==> src/rtl/mem_arb_pkg.sv <==
// Shared types and constants for the two-requester memory arbiter.
// Holds the FSM state enum, the requester-id type and the default timeout.
package mem_arb_pkg;

  typedef enum logic [1:0] {
    IDLE   = 2'd0,
    ACCESS = 2'd1,
    RESP   = 2'd2
  } arb_state_e;

  // Requester 0 is the CPU, requester 1 is the loader/DMA.
  typedef logic req_id_t;

  localparam int unsigned DEFAULT_TIMEOUT = 15;

endpackage

==> src/rtl/rr_arbiter2.sv <==
// Two-way round-robin arbiter: on a tie it grants the requester that was not granted last.
// The last-grant register only moves when the FSM strobes advance_i.
module rr_arbiter2
  import mem_arb_pkg::*;
(
  input  logic       clk_i,
  input  logic       rst_i,
  input  logic [1:0] pending_i,
  input  logic       advance_i,
  output logic [1:0] grant_o
);

  req_id_t last_q, last_d;

  always_comb begin
    grant_o = 2'b00;
    case (pending_i)
      2'b01:   grant_o = 2'b01;
      2'b10:   grant_o = 2'b10;
      2'b11:   grant_o = last_q ? 2'b01 : 2'b10;
      default: grant_o = 2'b00;
    endcase
  end

  always_comb begin
    last_d = last_q;
    if (advance_i && (|pending_i)) begin
      last_d = grant_o[1];
    end
  end

  // Reset pretends requester 1 went last so requester 0 wins the first tie.
  always_ff @(posedge clk_i) begin
    if (rst_i) begin
      last_q <= 1'b1;
    end else begin
      last_q <= last_d;
    end
  end

endmodule

==> src/rtl/mem_arbiter.sv <==
// Arbitrates a CPU and a loader onto one memory port: IDLE -> ACCESS -> RESP,
// with a bounded wait for MemAck and a one-cycle Done/Error/ReadData response.
module mem_arbiter
  import mem_arb_pkg::*;
#(
  parameter int unsigned TIMEOUT = DEFAULT_TIMEOUT
) (
  input  logic        Clk,
  input  logic        Rst,
  input  logic        Req0Read,
  input  logic        Req0Write,
  input  logic [31:0] Req0Address,
  input  logic [31:0] Req0WriteData,
  input  logic        Req1Read,
  input  logic        Req1Write,
  input  logic [31:0] Req1Address,
  input  logic [31:0] Req1WriteData,
  output logic        Done0,
  output logic        Done1,
  output logic        Error,
  output logic [31:0] ReadData,
  output logic [31:0] MemAddress,
  output logic [31:0] MemWriteData,
  output logic        MemRead,
  output logic        MemWrite,
  input  logic [31:0] MemReadData,
  input  logic        MemAck
);

  localparam logic [7:0] TimeoutLimit = 8'(TIMEOUT);

  arb_state_e  state_q, state_d;
  logic [31:0] addr_q, addr_d;
  logic [31:0] wdata_q, wdata_d;
  logic [31:0] rdata_q, rdata_d;
  logic        write_q, write_d;
  logic        err_q, err_d;
  req_id_t     gnt_q, gnt_d;
  logic [7:0]  cnt_q, cnt_d;

  logic [1:0]  pending;
  logic [1:0]  grant;
  logic        advance;

  assign pending = {Req1Read | Req1Write, Req0Read | Req0Write};
  assign advance = (state_q == IDLE) && (|pending);

  rr_arbiter2 u_rr (
    .clk_i    (Clk),
    .rst_i    (Rst),
    .pending_i(pending),
    .advance_i(advance),
    .grant_o  (grant)
  );

  // A request with both Read and Write high is latched as a write.
  always_comb begin
    state_d = state_q;
    addr_d  = addr_q;
    wdata_d = wdata_q;
    rdata_d = rdata_q;
    write_d = write_q;
    err_d   = err_q;
    gnt_d   = gnt_q;
    cnt_d   = cnt_q;
    unique case (state_q)
      IDLE: begin
        if (advance) begin
          gnt_d   = grant[1];
          addr_d  = grant[1] ? Req1Address   : Req0Address;
          wdata_d = grant[1] ? Req1WriteData : Req0WriteData;
          write_d = grant[1] ? Req1Write     : Req0Write;
          rdata_d = '0;
          err_d   = 1'b0;
          cnt_d   = '0;
          state_d = ACCESS;
        end
      end
      ACCESS: begin
        // An ack on the final allowed cycle still wins over the timeout.
        if (MemAck) begin
          rdata_d = write_q ? 32'd0 : MemReadData;
          err_d   = 1'b0;
          state_d = RESP;
        end else if ((cnt_q + 8'd1) == TimeoutLimit) begin
          cnt_d   = cnt_q + 8'd1;
          rdata_d = '0;
          err_d   = 1'b1;
          state_d = RESP;
        end else begin
          cnt_d   = cnt_q + 8'd1;
        end
      end
      RESP: begin
        state_d = IDLE;
      end
      default: begin
        state_d = IDLE;
      end
    endcase
  end

  always_ff @(posedge Clk) begin
    if (Rst) begin
      state_q <= IDLE;
      addr_q  <= '0;
      wdata_q <= '0;
      rdata_q <= '0;
      write_q <= 1'b0;
      err_q   <= 1'b0;
      gnt_q   <= 1'b0;
      cnt_q   <= '0;
    end else begin
      state_q <= state_d;
      addr_q  <= addr_d;
      wdata_q <= wdata_d;
      rdata_q <= rdata_d;
      write_q <= write_d;
      err_q   <= err_d;
      gnt_q   <= gnt_d;
      cnt_q   <= cnt_d;
    end
  end

  // The memory bus is quiet outside ACCESS; responses only show during RESP.
  assign MemRead      = (state_q == ACCESS) && !write_q;
  assign MemWrite     = (state_q == ACCESS) &&  write_q;
  assign MemAddress   = (state_q == ACCESS) ? addr_q  : 32'd0;
  assign MemWriteData = (state_q == ACCESS) ? wdata_q : 32'd0;
  assign Done0        = (state_q == RESP) && !gnt_q;
  assign Done1        = (state_q == RESP) &&  gnt_q;
  assign Error        = (state_q == RESP) &&  err_q;
  assign ReadData     = (state_q == RESP) ? rdata_q : 32'd0;

endmodule

==> config.mk <==
export PLATFORM = sky130hd
export DESIGN_NAME = mem_arbiter
export DESIGN_NICKNAME = d
export VERILOG_FILES = /design/src/rtl/mem_arb_pkg.sv /design/src/rtl/rr_arbiter2.sv /design/src/rtl/mem_arbiter.sv
export SDC_FILE = /design/constraint.sdc
export NUM_CORES = 1
export LEC_CHECK = 0
export CAP_MARGIN = 20
export CORE_UTILIZATION = 33
export DETAILED_ROUTE_END_ITERATION = 6
export GPL_TIMING_DRIVEN = 0
export PLACE_DENSITY = 0.71
export SLEW_MARGIN = 20
export SYNTH_ARGS = -nofsm -noshare
export SYNTH_HDL_FRONTEND = slang
export SYNTH_SLANG_ARGS = --single-unit
==> constraint.sdc <==
create_clock -name Clk -period 2.5 [get_ports Clk]
set_input_delay 0.75 -clock Clk [delete_from_list [all_inputs] [get_ports Clk]]
set_output_delay 0.75 -clock Clk [all_outputs]
set_load 0.01 [all_outputs]
### After elaboration in Yosys (flattened, before gate mapping)

Cells that the tools add are included.

* add/subtract/negate cells: 1
* equal/unequal tests: 9
* mux-type cells: 24
* bitwise logic cells: 2
* reductions and logical operators: 16

Operator list (count)
* 2-to-1 mux 32 bit: 9
* case mux 32 bit (2 select lines): 1
* 2-to-1 mux 8 bit: 2
* case mux 8 bit (2 select lines): 1
* adder 8 x 1 -> 8 bit, second input constant: 1
* == test 8 x 4 -> 1 bit, second input constant: 1
* 2-to-1 mux 2 bit: 4
* logical AND 1 bit: 7
* == test 2 bit, second input constant: 3
* case mux 2 bit (3 select lines): 1
* AND reduction 3 bit: 2
* == test 2 x 1 -> 1 bit, second input constant: 2
* 2-to-1 mux 1 bit: 4
* case mux 2 bit (2 select lines): 1
* AND reduction 2 bit: 2
* != test 3 bit, second input constant: 1
* zero test 1 bit: 2
* zero test 2 bit: 1
* != test 2 x 1 -> 1 bit, second input constant: 1
* != test 2 bit, second input constant: 1
* OR 1 bit: 2
* case mux 1 bit (2 select lines): 1
* nonzero test 2 bit: 1
* OR reduction 2 bit: 1

* bits in registers: 110
* output and inout bits: 101
* logic and storage cells: 61

### Longest topological paths before layout

* depth in word-level cells: 5
* depth in mapped cells: 7
* depth with buffers taken out: 6

### By module

From an unflattened synthesis, not the netlist that was laid out.

* cell total of the unflattened synthesis: 644
* area total of the unflattened synthesis: 5939.4 µm²

Modules (own cells, without submodules)
* mem_arbiter: instances 1, cells each 637, area an instance 5878.1 µm², seq. area each 2182.1 µm²
* rr_arbiter2: instances 1, cells each 7, area an instance 61.3 µm², seq. area each 20.0 µm²

### Worst setup path after synthesis

OpenSTA, ideal clock, no wires.

* kind: register -> output
* start: register state_q[0]
* end: output port MemAddress[12]
* arrival: 1.203 ns
* slack: 0.547 ns
* stages on the path, launching flop included: 5
* path through: dfxtp_1 nor2b_1 clkbuf_1 clkbuf_1 and2_1

* longest elaborated chain between the ends: 2

RTL lines
* start, declared: RTL line mem_arbiter.sv:32 `arb_state_e state_q, state_d;`
* start signal, assigned: RTL line mem_arbiter.sv:114 `state_q <= state_d;`
* == test 2 x 1 -> 1 bit: RTL line mem_arbiter.sv:128 `assign MemAddress = (state_q == ACCESS) ? addr_q : 32'd0;`
* 2-to-1 mux 32 bit: RTL line mem_arbiter.sv:128
* end, declared: RTL line mem_arbiter.sv:22 `output logic [31:0] MemAddress,`

Every way passes these cells.

### Worst setup path in the final report

* start: register state_q[0]
* end: output port MemAddress[1]

The elaborated chain is that of the path after synthesis.

==> impl_metrics.py <==
metrics = {
    "critical_path": {
        "timing.setup.critical_path_class": "reg -> out",
        "timing.critical_path.from_type": "flop",
        "setup.worst_path.end_class": "primary output",
        "cp_max_fo": 6,
        "max_stage_delay_ps": 390,
        "worstPathCellList": "nor2b_4, buf_4, clkbuf_4, and2_1, dlygate4sd2_1",
        "critical_path.reg2reg.startpoint": "cnt_q[0]",
        "crit_path_top_delay_cell": "dfxtp_4",
        "critical_path.startpoint": "state_q[0]",
        "critPathArrivalTime_ps": 1660,
        "crit_required_ps": 1750,
    },
    "floorplan": {
        "die_w_um": 131,
        "ioPinCount": 268,
        "die-area_sq_um": 17200,
        "dieHeight_um": 131,
        "core_area_sq_um": 16100,
        "core.rowCount": 46,
        "start_util_pct": 34.2,
    },
    "timing": {
        "final.min_clock_period_ps": 2410,
        "timing.final.hold_violations": 0,
        "final-setup-viol-count": 0,
        "timing.hold.ws_ps": 472,
        "max_clock_freq_mhz": 414,
        "rsz0062_at_grt": "no",
        "totalNegativeSetupSlack_ps": 0,
        "setup_slack_ps": 87.4,
        "slew_headroom_pct": 54.8,
        "worstMarginPinSlew_ps": 678,
        "final_min_period_over_clock_period_pct": 96.5,
        "fin_skew_ps": 8.82,
        "report.final.slew_viol_count": 0,
    },
    "layout": {
        "regArea_sq_um": 2210,
        "layoutNonFillerInstCount": 1125,
        "num-nets-final": 1073,
        "final_core_utilization_pct": 54.4,
        "final_design_area_no_fill_sq_um": 8740,
        "nFillCells": 1562,
        "multi_input_combinational_cell_area_sq_um": 3060,
        "post_route_cells_drive_above_1_share_pct": 15.3,
        "flow.area_growth_from_synthesis_pct": 59.1,
    },
    "route": {
        "ant_nets": 0,
        "drt-initial-drc-count": 132,
        "drc": 0,
        "wirelength_um": 18300,
        "route.vias.total": 5411,
        "vias_per_cell": 4.81,
        "detail_route.wl_per_cell_um": 16.3,
        "drt-pass1-iter-count": 4,
    },
    "cts": {
        "clock-sinks": 110,
        "clk_latency_ps": 360,
        "ctsHoldBuffers": 0,
        "tritoncts": "done",
        "clock_tree.htree_level_count": 3,
        "cts.root.buffer_cell": "clkbuf_16",
        "clk_pin_slew_worst_paths_ps": 70,
        "cts_made_buffers": 9,
        "cts_max_path_buffers": 2,
    },
    "grt": {
        "grtUsageTotal_pct": 21.4,
        "grt_overflow_total": 0,
        "grt_pass1_wl_um": 27600,
        "pin_count_of_the_biggest_net_entering_global_routing": 17,
        "vias_in_the_first_global_route": 5198,
        "grt_antenna_before_repair": 1,
    },
    "power_and_ir_drop": {
        "p_leak_nw": 4.23,
        "vdd_drop_max_v": 0.000321,
        "post_layout_total_power_mw": 5.19,
        "powerDensity_nw_per_um2": 593,
    },
    "hold_path": {
        "timing.hold.worst.class": "reg -> reg",
        "holdCritStartpoint": "rdata_q[22]",
    },
    "yosys": {
        "synth_cells": 608,
        "post_synth_instance_area_sq_um": 5490,
        "synth_sequential_area_ratio_pct": 40.1,
        "synth_top_cells_by_count": "dfxtp_1, and2_1, nor2_1",
        "synth.most_common_cell": "dfxtp_1",
        "postSynth.asyncResetShare_pct": 0,
        "synth_area_leader_cell": "dfxtp_1",
        "synth_ff_type": "dfxtp_1",
        "netlist-cell-type-count": 42,
        "synth-warning-count": 0,
        "postSynthRegisterBits": 110,
        "post-synth-top-area-fraction_pct": 40.1,
        "yosys-top-cells-area": "dfxtp_1, mux2i_1, and2_1, a211oi_1, nor2_1",
        "post_synth_edffs": 0,
        "syn-mean-instance-area_sq_um": 9.04,
        "net_count_synth": 777,
    },
    "run_status": {
        "run_status": "completed",
    },
    "place": {
        "portBuffers": 266,
        "gpl.final_weighted_congestion": 0.814,
        "placed_area_sq_um": 8430,
        "placement.setup.worst_slack_ps": -737,
        "detailed_place_hpwl_um": 13600,
        "post-place-cells": 1090,
    },
    "job": {
        "max_cap_viol_count": 0,
    },
}
[report_power, final]
| part | leakage (nW) | switching (mW) | internal (mW) |
|---|---|---|---|
| logic | 3.18 | 0.805 | 0.837 |
| registers | 0.907 | 0.114 | 1.98 |
| clock network | 0.141 | 0.654 | 0.797 |
[placed cells by master (no fill, tap or decap), types with 2 or more instances in the layout]
master,netlist,routed
dlygate4sd2_1,0,33
clkbuf_8,0,6
buf_8,0,3
dfxtp_4,0,2
nor2_1,85,85
buf_2,11,40
clkbuf_1,31,17
a21oi_1,14,14
nor2b_1,5,3
and2_4,0,2
nand2_1,6,6
clkbuf_16,0,10
clkbuf_4,0,2
buf_4,5,18
nor3_1,3,2
a22o_1,32,32
buf_6,3,8
clkdlybuf4s15_1,0,10
and3_2,2,2
nor2b_4,0,2
inv_1,2,2
clkbuf_2,0,28
clkinv_2,0,2
a21o_2,2,2
mux2i_1,64,64
o21ai_1,3,3
o21ai_0,7,7
ha_1,2,2
a21o_1,30,30
nand3_1,4,4
a211oi_1,64,64
dfxtp_1,110,108
nand2b_1,4,4
o21bai_1,2,2
clkdlybuf4s50_1,0,167
and2_1,99,97
clkdlybuf4s15_2,0,2
[layer usage]
layer	vias to the layer above	global-route usage (%)	routed length (um)
met5	-	0	0
met4	0	5.75	278
met3	18	9.49	1900
met2	201	36.8	8790
met1	2448	23.9	7330
li1	2744	-	-
[area by class of cell]
cell class	count	share of cell area (%)
Clock inverter	4	0.544
Clock buffer	11	2.78
Inverter	2	0.0859
Multi-Input combinational cell	445	35.0
Timing Repair Buffer	285	29.3
Antenna cell	1	0.0286
Buffer	51	3.88
Tap cell	216	3.09
Sequential cell	110	25.3
[what timing repair did]
item	CTS	global route
setup endpoints to repair	160	112
cloned	3	3
buffers inserted	12	1
gates resized for setup	216	95
[critical path, delay by kind of cell (launching register included)]
| kind | cells | cell delay (ps) |
|---|---|---|
| buffers and inverters | 3 | 580 |
| DFF | 1 | 390 |
| and+or+nand+nor | 2 | 330 |
[final timing paths]
check,to,slack [ps],cells after the start
hold / removal,rdata_q[22],470,1
hold reg to reg,rdata_q[22],470,1
setup / recovery,MemAddress[1],90,5
setup reg to reg,rdata_q[17],510,7
[cell families (layout without fill, tap and decap cells)]
logic type	after synthesis	after routing	share of synthesized area, %
other	0	1	0
muxes	64	64	11.7
adders and majority gates	2	2	0.455
DFF	110	110	40.1
AOI/OAI and AO/OA	160	160	21.9
buffers and inverters	53	353	4.62
and+or+nand+nor	219	219	21.2
[sequential cells by signal, summed over array words and instances, names as in the netlist]
register	count
wdata_q	32
addr_q	32
state_q	2
cnt_q	8
err_q	1
rdata_q	32
write_q	1
u_rr.last_q	1
gnt_q	1
No activity file was read; power rests on OpenSTA's default activity.
==> variant 1: new RTL, config.mk and constraints unchanged <==
Encoding of `arb_state_e`: now one-hot (3 bits for 3 states).
--- a/src/rtl/mem_arb_pkg.sv
+++ b/src/rtl/mem_arb_pkg.sv
@@ -2,10 +2,10 @@
 // Holds the FSM state enum, the requester-id type and the default timeout.
 package mem_arb_pkg;
 
-  typedef enum logic [1:0] {
-    IDLE   = 2'd0,
-    ACCESS = 2'd1,
-    RESP   = 2'd2
+  typedef enum logic [2:0] {
+    IDLE   = 3'b001,
+    ACCESS = 3'b010,
+    RESP   = 3'b100
   } arb_state_e;
 
   // Requester 0 is the CPU, requester 1 is the loader/DMA.
Behaviour: same outputs for any inputs over 10 cycles, from zero or initial values and one cycle with Rst high; not proved beyond that.
==> variant 1 against the unedited design <==
The flow now finishes with violations (negative setup slack). Worst setup slack got worse by 0.11 ns. Synthesized area increased by 3.3%. Sequential cell count grew 1. Wire length increased by 9.7%. Power up 20%. Clock power down 3%. Cell area rose by 7.5%. Critical path type unchanged. Largest cell class unchanged.
==> variant 1: results (changes against the unedited design) <==
Parameter                              Value

Detailed routing
  Routed length on met1 ... 8.33 mm (was 7.33 mm)
  Average wire length per cell after detail routing ... 17.1 um (was 16.3 um)
  DR vias ... 5976 (was 5411)

Place
  Final GP Congestion ... 0.808 (was 0.814)

Synth
  Synthesized Nets ... 819 (was 777)
  Sequential element share of the synthesized area ... 39.1% (was 40.1%)
  Mapped Avg Cell Area ... 8.73 um2 (was 9.04 um2)
  Number of distinct standard cells referenced by the synthesized netlist ... 47 (was 42)
  Ranking of synthesized cells by area ... sky130_fd_sc_hd__dfxtp_1 (39%), sky130_fd_sc_hd__mux2i_1 (11%), sky130_fd_sc_hd__and2_1 (11%), sky130_fd_sc_hd__a211oi_1 (8.6%), sky130_fd_sc_hd__a21oi_1 (6.6%) (was sky130_fd_sc_hd__dfxtp_1 (40%), sky130_fd_sc_hd__mux2i_1 (12%), sky130_fd_sc_hd__and2_1 (11%), sky130_fd_sc_hd__a211oi_1 (8.7%), sky130_fd_sc_hd__nor2_1 (5.8%))
  Commonest cells in the netlist ... sky130_fd_sc_hd__dfxtp_1 (111), sky130_fd_sc_hd__and2_1 (101), sky130_fd_sc_hd__a21oi_1 (75) (was sky130_fd_sc_hd__dfxtp_1 (110), sky130_fd_sc_hd__and2_1 (99), sky130_fd_sc_hd__nor2_1 (85))

Setup path
  Family of cells with the greatest summed delay on the critical path ... simple AND/OR/NAND/NOR gates (was buffers and inverters)
  CP Data Arrival Time ... 1.77 ns (was 1.66 ns)
  Largest stage delay on the critical path ... 0.37 ns (was 0.39 ns)
  Worst reg-to-reg path cell count ... 6 (was 7)
  Worst reg2reg setup slack ... 0.31 ns (was 0.51 ns)
  Capture point of the worst path ... MemWriteData[31] (was MemAddress[1])
  Endpoint of the lowest-slack register-to-register path ... rdata_q[5]$_SDFFE_PP0P_ (was rdata_q[17]$_SDFFE_PP0P_)
  Worst setup path startpoint ... state_q[0]$_SDFFE_PP1P_ (was state_q[0]$_SDFFE_PP0P_)

Status
  Failing checks ... negative setup slack
  Result of the run ... finished with violations (was completed)

Global route
  Maximum number of pins on one net before global-route repair ... 18 (was 17)
  Number of antenna violations at the first check in global routing ... 0 (was 1)

Power
  Cell leakage power ... 3.94 nW (was 4.23 nW)

STA
  Worst rel slew slack ... 57.1% (was 54.8%)
  Worst Skew ... 0.00864 ns (was 0.00882 ns)
  Final setup violation count ... 6 (was 0)
  Worst setup margin ... -0.0234 ns (was 0.0874 ns)

Layout
  Net count, final ... 1117 (was 1073)
  Share of layout cells above drive strength 1 ... 24.8% (was 15.3%)
variant 1: report_power, final:
group          switching, W  internal [W]
Sequential         0.000192       0.00212
Combinational       0.00130       0.00120
Clock              0.000679      0.000735
variant 1: cell families after synthesis:
logic type | count (synthesis) | synth area share [%]
and+or+nand+nor | 210 | 20.5
AOI/OAI and AO/OA | 194 | 22.8
DFF | 111 | 39.1
buffers and inverters | 67 | 5.44
muxes | 65 | 11.5
adders and majority gates | 2 | 0.441
xor gates and xnor gates | 1 | 0.154
variant 1: how the worst min path moves through the flow:
stage | cells after the start | startpoint | end | slack [ns]
floorplan | 2 | addr_q[0]$_SDFFE_PP0P_ | addr_q[0]$_SDFFE_PP0P_ | 0.47
global placement | 2 | addr_q[7]$_SDFFE_PP0P_ | addr_q[7]$_SDFFE_PP0P_ | 0.48
detailed placement | 2 | wdata_q[30]$_SDFFE_PP0P_ | wdata_q[30]$_SDFFE_PP0P_ | 0.49
CTS | 2 | addr_q[4]$_SDFFE_PP0P_ | addr_q[4]$_SDFFE_PP0P_ | 0.50
global route | 2 | wdata_q[4]$_SDFFE_PP0P_ | wdata_q[4]$_SDFFE_PP0P_ | 0.52
finish | 2 | wdata_q[22]$_SDFFE_PP0P_ | wdata_q[22]$_SDFFE_PP0P_ | 0.50
variant 1: cell type report:
cell class	instances	area (um2)
timing repair buffer	288	2830
buffer	61	438
fill	1605	7300
inverter	5	18.8
tap	220	275
clock buffer	12	256
multi-input combinational	472	3320
clock inverter	4	28.8
sequential	111	2230
variant 1: layer usage:
layer | track usage, % | vias up
li1 | - | 2954
met1 | 27.8 | 2773
met2 | 37.3 | 228
met3 | 5.37 | 21
met4 | 6.88 | 0
met5 | 0 | -
variant 1: stage by stage:
step | setup slack (ns) | utilization, % | instance area, um2
floorplan | 0.374 | - | 5680
global placement | -0.924 | 51.6 | 8610
detailed placement | -0.915 | 51.6 | 8610
CTS | -0.100 | 54.3 | 9070
global route | -0.100 | 56.3 | 9400
finish | -0.0234 | 56.3 | 9400
variant 1: what timing repair did:
item,CTS,global route
hold buffers,0,0
endpoints found under the setup margin,184,174
gates resized for setup,403,168
setup buffers,8,6
gates cloned,6,3
pin swaps,11,44
variant 1: worst reg2reg max path, delay by kind of cell (launching register included):
family,cells,cell delay (ns)
adder cells (fa/ha/maj),1,0.33
flip-flops,1,0.46
AND/OR/NAND/NOR,1,0.29
buffers and inverters,1,0.33
AO/OA/AOI/OAI,3,0.70
==> variant 2: new RTL, same settings <==
Made on the original files. Change the package constant `DEFAULT_TIMEOUT` from 15 to 8.
--- a/src/rtl/mem_arb_pkg.sv
+++ b/src/rtl/mem_arb_pkg.sv
@@ -11,7 +11,7 @@
   // Requester 0 is the CPU, requester 1 is the loader/DMA.
   typedef logic req_id_t;
 
-  localparam int unsigned DEFAULT_TIMEOUT = 15;
+  localparam int unsigned DEFAULT_TIMEOUT = 8;
 
 endpackage
 
Behaviour: not the same (a bounded check fails within 10 cycles, from zero or initial values and one cycle with Rst high).
==> variant 2 against the unedited design <==
Wire length down 9.5%. Power down 9.8%. Sequential power fell by 3%. Worst hold slack about the same. Final cell count decreased by 4.7%. Combinational power is 23% lower. First-iteration DRC count rose by 33%. Count of clock-buffer cells in the layout grew 5. Synthesized area down 3.5%. Global-route usage down 1.3 points. Sequential cell count is the same. Worst setup slack lost 0.038 ns. Cell area down 2.4%. Critical endpoint is now ReadData[12].
==> variant 2: results (changes against the unedited design) <==
Parameter                              Value

STA
  Smallest hold slack ... 0.472 ns (about the same)
  Crit share post-route ... 98.0% (was 96.5%)
  Worst Skew ... 0.00563 ns (was 0.00882 ns)

Layout
  Share of layout cells above drive strength 1 ... 15.7% (was 15.3%)
  Antenna diode instance count ... 0 (was 1)

Global route
  Maximum number of pins on one net before global-route repair ... 16 (was 17)
  Global-route usage over all layers ... 20.0% (was 21.4%)

Synth
  Fraction of the mapped netlist area in adder cells ... 0.472% (was 0.455%)
  Area share of xor/xnor cells in the synthesized design ... 0.496% (was 0%)
  Compound-cell area share of the yosys netlist ... 18.7% (was 21.9%)
  Number of standard cells after synthesis ... 568 (was 608)
  Ranking of synthesized cells by area ... sky130_fd_sc_hd__dfxtp_1 (42%), sky130_fd_sc_hd__mux2i_1 (12%), sky130_fd_sc_hd__and2_1 (12%), sky130_fd_sc_hd__a211oi_1 (9.2%), sky130_fd_sc_hd__nor2_1 (5.4%) (was sky130_fd_sc_hd__dfxtp_1 (40%), sky130_fd_sc_hd__mux2i_1 (12%), sky130_fd_sc_hd__and2_1 (11%), sky130_fd_sc_hd__a211oi_1 (8.7%), sky130_fd_sc_hd__nor2_1 (5.8%))
  Number of distinct standard cells referenced by the synthesized netlist ... 43 (was 42)
  Commonest cells in the netlist ... sky130_fd_sc_hd__dfxtp_1 (110), sky130_fd_sc_hd__and2_1 (101), sky130_fd_sc_hd__nor2_1 (76) (was sky130_fd_sc_hd__dfxtp_1 (110), sky130_fd_sc_hd__and2_1 (99), sky130_fd_sc_hd__nor2_1 (85))

Power
  Cell leakage power ... 3.89 nW (was 4.23 nW)
  Peak supply drop ... 309 uV (was 321 uV)
  Total net switching power ... 0.00132 W (was 0.00157 W)

Status
  Result of the run ... completed (unchanged)

Detailed routing
  DR vias ... 5036 (was 5411)
  Drt total wl ... 16.6 mm (was 18.3 mm)

Place
  Final GP Congestion ... 0.821 (was 0.814)
  Placed standard-cell area ... 8230 um2 (was 8430 um2)
  Hpwl dp ... 12.6 mm (was 13.6 mm)

Setup path
  Capture point of the worst path ... ReadData[12] (was MemAddress[1])
  CP Data Arrival Time ... 1.70 ns (was 1.66 ns)
  Worst reg2reg setup slack ... 0.22 ns (was 0.51 ns)
  Worst setup path startpoint ... state_q[1]$_SDFFE_PP0P_ (was state_q[0]$_SDFFE_PP0P_)

Hold path
  Worst min-delay path startpoint ... rdata_q[27]$_SDFFE_PP0P_ (was rdata_q[22]$_SDFFE_PP0P_)

Clocking
  Post-CTS setup buffers ... 8 (was 12)
  Clk Latency, worst-skew pair ... 0.34 ns (was 0.36 ns)
variant 2: final cells by class:
class	count	area (um2)
fill	1493	6890
multi-input combinational	407	2880
timing repair buffer	277	2550
sequential	110	2210
buffer	49	342
clock buffer	16	282
tap	211	264
inverter	2	7.51
variant 2: layer usage:
metal  vias up  part of all wire [%]  GRT usage, %  wire length [um]
met1      2234                    41          22.9              6860
met5         -                     0             0                 0
met3        14                   9.7          7.19              1610
li1       2589                     -             -                 -
met4         0                   1.2          6.30               205
met2       199                    48          34.7              7890
variant 2: power groups by stage:
stage	registers (W)	clock network, W	logic (W)
global route	0.00204	0.00150	0.00140
detailed placement	0.00206	0	0.00128
finish	0.00202	0.00139	0.00127
global placement	0.00205	0	0.00127
floorplan	0.00203	0	0.000673
CTS	0.00202	0.00143	0.00128
variant 2: logic make-up after synthesis:
group                    after synthesis
adder cells (fa/ha/maj)                2
buffers and inverters                 51
multiplexers                          64
AO/OA/AOI/OAI                        127
flip-flops                           110
AND/OR/NAND/NOR                      211
XOR/XNOR                               3
